<file path="src/rtl/pipe_pkg.sv">
// ============================================================================
// Module : pipe_pkg
// Brief  : Shared pipeline-register types: stage state, EX/MEM control bundle.
// Rev    : 1.0 - initial release
// ============================================================================
`default_nettype none

package pipe_pkg;

  typedef enum logic [1:0] {
    ST_EMPTY = 2'd0,
    ST_ONE   = 2'd1,
    ST_FULL  = 2'd2
  } pipe_state_e;

  typedef struct packed {
    logic       reg_write;
    logic       mem_write;
    logic [1:0] result_src;
  } ex_mem_ctrl_t;

  localparam int EX_MEM_CTRL_W = $bits(ex_mem_ctrl_t);

endpackage

`default_nettype wire

</file>
<file path="src/rtl/ctrl_pipe_stage.sv">
// ============================================================================
// Module : ctrl_pipe_stage
// Brief  : Valid/ready pipeline register with 2-entry skid, flush and bubbles.
// Rev    : 1.0 - initial release
// ============================================================================
`default_nettype none

module ctrl_pipe_stage
  import pipe_pkg::*;
#(
  parameter int               WIDTH  = EX_MEM_CTRL_W,
  parameter logic [WIDTH-1:0] BUBBLE = '0
) (
  input  logic             clk,
  input  logic             rst,
  input  logic             in_valid,
  output logic             in_ready,
  input  logic [WIDTH-1:0] in_data,
  input  logic             flush,
  output logic             out_valid,
  input  logic             out_ready,
  output logic [WIDTH-1:0] out_data,
  output logic [1:0]       occupancy
);

  pipe_state_e      r_state, w_state_nxt;
  logic [WIDTH-1:0] r_main, w_main_nxt;
  logic [WIDTH-1:0] r_skid, w_skid_nxt;
  logic             w_in_fire, w_out_fire;

  // Handshake outputs depend on state only, so no comb path crosses the stage.
  always_comb begin
    in_ready  = 1'b1;
    out_valid = 1'b0;
    occupancy = 2'd0;
    case (r_state)
      ST_ONE: begin
        out_valid = 1'b1;
        occupancy = 2'd1;
      end
      ST_FULL: begin
        in_ready  = 1'b0;
        out_valid = 1'b1;
        occupancy = 2'd2;
      end
      default: ;
    endcase
  end

  assign w_in_fire  = in_valid & in_ready;
  assign w_out_fire = out_valid & out_ready;

  // main is reloaded with BUBBLE whenever the stage empties, so out_data
  // needs no output mux to stay quiet while out_valid is low.
  assign out_data = r_main;

  always_comb begin
    w_state_nxt = r_state;
    w_main_nxt  = r_main;
    w_skid_nxt  = r_skid;
    if (flush) begin
      w_state_nxt = ST_EMPTY;
      w_main_nxt  = BUBBLE;
      w_skid_nxt  = BUBBLE;
    end else begin
      case (r_state)
        ST_EMPTY: begin
          if (w_in_fire) begin
            w_state_nxt = ST_ONE;
            w_main_nxt  = in_data;
          end
        end
        ST_ONE: begin
          if (w_in_fire && w_out_fire) begin
            w_main_nxt = in_data;
          end else if (w_in_fire) begin
            w_state_nxt = ST_FULL;
            w_skid_nxt  = in_data;
          end else if (w_out_fire) begin
            w_state_nxt = ST_EMPTY;
            w_main_nxt  = BUBBLE;
          end
        end
        ST_FULL: begin
          if (w_out_fire) begin
            w_state_nxt = ST_ONE;
            w_main_nxt  = r_skid;
          end
        end
        default: begin
          w_state_nxt = ST_EMPTY;
          w_main_nxt  = BUBBLE;
          w_skid_nxt  = BUBBLE;
        end
      endcase
    end
  end

  always_ff @(posedge clk or posedge rst) begin
    if (rst) begin
      r_state <= ST_EMPTY;
      r_main  <= BUBBLE;
      r_skid  <= BUBBLE;
    end else begin
      r_state <= w_state_nxt;
      r_main  <= w_main_nxt;
      r_skid  <= w_skid_nxt;
    end
  end

endmodule

`default_nettype wire

</file>
<file path="config.mk">
export PLATFORM = sky130hd
export DESIGN_NAME = ctrl_pipe_stage
export DESIGN_NICKNAME = d
export VERILOG_FILES = /design/src/rtl/pipe_pkg.sv /design/src/rtl/ctrl_pipe_stage.sv
export SDC_FILE = /design/constraint.sdc
export NUM_CORES = 1
export LEC_CHECK = 0
export ABC_AREA = 1
export BUFFER_PORTS_ARGS = -buffer_cell sky130_fd_sc_hd__buf_2
export CAP_MARGIN = 25
export CORE_MARGIN = 2
export CORE_UTILIZATION = 35
export CTS_CLUSTER_DIAMETER = 200
export DETAILED_ROUTE_END_ITERATION = 12
export GPL_ROUTABILITY_DRIVEN = 0
export PLACE_DENSITY_LB_ADDON = 0.3
export SYNTH_ARGS = -nofsm -noshare
export SYNTH_HDL_FRONTEND = slang
export SYNTH_SLANG_ARGS = --single-unit
export TNS_END_PERCENT = 1
</file>
<file path="constraint.sdc">
create_clock -name clk -period 1.5 [get_ports clk]
set_input_delay 0.15 -clock clk [delete_from_list [all_inputs] [get_ports clk]]
set_output_delay 0.15 -clock clk [all_outputs]
set_load 0.05 [all_outputs]
</file>
==> impl_metrics.toml <==
[status]
status = "completed"

[floorplan]
io_pins = 17
rows = 16
die_w_um = 50.0
core_area_mm2 = 0.00198
die_h_um = 50.0
dieArea_mm2 = 0.00250
start_util_pct = 37.3

[cells_and_area]
layout-drive-gt1-share_pct = 35.9
most-common-layout-cells = "nand2_1, buf_2, dfrtp_1"
final_common_cell = "nand2_1"
fin_area_um2 = 982
syn_to_final_growth_pct = 32.8
nNetsFinal = 146
n_antenna_cell = 0

[sta]
final-setup-viol-count = 0
final-max-slew-violation-count = 0
period_needed_ps = 1430
skew_ps = 4.96
slew_headroom_pct = 73.2
min_period_over_period_pct = 95.4
rsz0062_at_grt = "true"
hold_violations = 0
worst_slack_ps = 69.0
fmax_mhz = 699
tightestPinTransition_ps = 402

[synth]
syn_area_per_cell_um2 = 6.98
syn_area_um2 = 739
yosysTopAreaCell = "dfrtp_1"
ys_seq_area_share_pct = 33.8
yosys_warnings = 0
postSynthCellCount = 106
yosysTopAreaCellShare_pct = 33.8
syn_nets = 120
ys_top_cells_by_area = "dfrtp_1, nand2_1, ha_1"
ys_ff_latch = 10
synthDistinctLibCells = 17

[worst_setup_path]
reg2reg_slack_ps = 100
startpoint = "r_state[1]$_DFFE_PP0P_"
worstPathArrival_ps = 1280
reg2reg_depth = 9
critical_path_peak_fanout = 4
crit_end = "out_valid"
r2r_start = "r_state[1]$_DFFE_PP0P_"
regToRegEndpoint = "r_state[1]$_DFFE_PP0P_"
worst-endpoint-required_ps = 1350
crit_path_start_kind = "flip-flop"
crit_path_end_kind = "output port"
path_class = "reg2out"

[placed_design]
port_buffers = 16
place_hpwl_um = 1310
pre_cts_ws_ps = 48.3
place_area_um2 = 892

[clocking]
cts_tree = "built"
clk_latency_ps = 270
cts_buffers = 3
path_clk_slew_ps = 70
cts.sinks = 10
cts_max_level = 1
root_buffer = "clkbuf_4"
cts_buffer_depth = 2

[global_route]
antenna_found_initial = 0
grt_max_degree = 11
grt_pass1_wl_um = 2820
track_usage_pct = 14.7
grt_pass1_vias = 652
overflow = 0

[drt]
dr.pass1.iters = 4
drc = 0
wire_per_inst_um = 10.7
wl_um = 1680
num_vias = 720
viasPerCell = 4.56
drtAntennaViolNets = 0
drtIter0Drc = 15

[power_and_ir_drop]
leakage_uw = 0.000540
p_per_area_mw_per_mm2 = 1830
peakVddDrop_v = 0.000754

[job]
maxCapViolations = 0

[worst_hold_path]
hold_class = "in2reg"
layout make-up:
| type | instances | area, µm² |
|---|---|---|
| multi-input combinational | 79 | 460 |
| sequential | 10 | 250 |
| fill | 213 | 1000 |
| timing repair buffer | 22 | 136 |
| clock buffer | 4 | 36.3 |
| inverter | 16 | 65.1 |
| tap | 27 | 33.8 |
worst min path at each step:
| stage | slack [ps] | depth (start not counted) | startpoint | end |
|---|---|---|---|---|
| finish | 220 | 5 | in_data[1] | r_skid[1]$_DFFE_PP0P_ |
| floorplan | -10 | 1 | rst | out_data[0]$_DFFE_PP0P_ |
| global route | 260 | 5 | in_data[1] | r_skid[1]$_DFFE_PP0P_ |
| CTS | 220 | 5 | in_data[1] | r_skid[1]$_DFFE_PP0P_ |
| global placement | 150 | 2 | rst | r_skid[0]$_DFFE_PP0P_ |
| detailed placement | 150 | 2 | rst | r_skid[0]$_DFFE_PP0P_ |
report_power, final:
part / total (µW) / switching (µW) / internal [µW]
registers: 406 / 52.5 / 353
clock network: 244 / 96.8 / 147
logic: 1150 / 778 / 369
worst max-delay path: stages (launching register included):
cell	delay, ps
dfrtp_1	400
inv_2	80
ha_4	280
buf_2	250
state kept, by name (all words and copies together), names as in the netlist:
name	count
out_data	4
r_skid	4
r_state	2
metal layers:
layer	GRT usage, %	routed length [µm]
met1	18.9	758
met2	24.7	823
met3	4.85	85
met4	1.85	16
met5	0	0
per-stage QoR:
step	util [%]	std cells	setup TNS, ps	power, µW	hold slack, ps
final	49.6	158	0	1800	219
after floorplan	-	106	0	1270	-9.82
after CTS	47.6	157	0	1740	220
after global routing	49.6	158	-9.35	1940	258
after global placement	45.0	152	0	1460	149
after detailed placement	45.0	152	0	1470	154
cell usage after synthesis:
cell and number:
nor2_8 1, inv_1 7, dfrtp_1 10, nor2_2 1, nor2_1 2, o21ai_1 8, buf_6 1, o21ai_2 1
nand3_4 1, nand2_2 3, nand3_1 6, nand3_2 2, inv_2 7, ha_1 5, nand4_1 1, clkinv_1 2
nand2_1 48
repair_timing:
item	CTS	global route
endpoints found under the hold margin	10	0
endpoints found under the setup margin	2	12
buffers inserted	0	1
pin swaps	0	1
hold buffers	1	0
gates resized for setup	2	7
cells by family (layout without fill, tap and decap cells):
family	count (synthesis)	in the layout	synth area share, %
fa+ha+maj	5	5	8.46
flops	10	10	33.8
compound gates	9	9	6.60
simple gates	65	65	41.5
buf+inv	17	42	9.65
(Power assumes the default switching activity.)
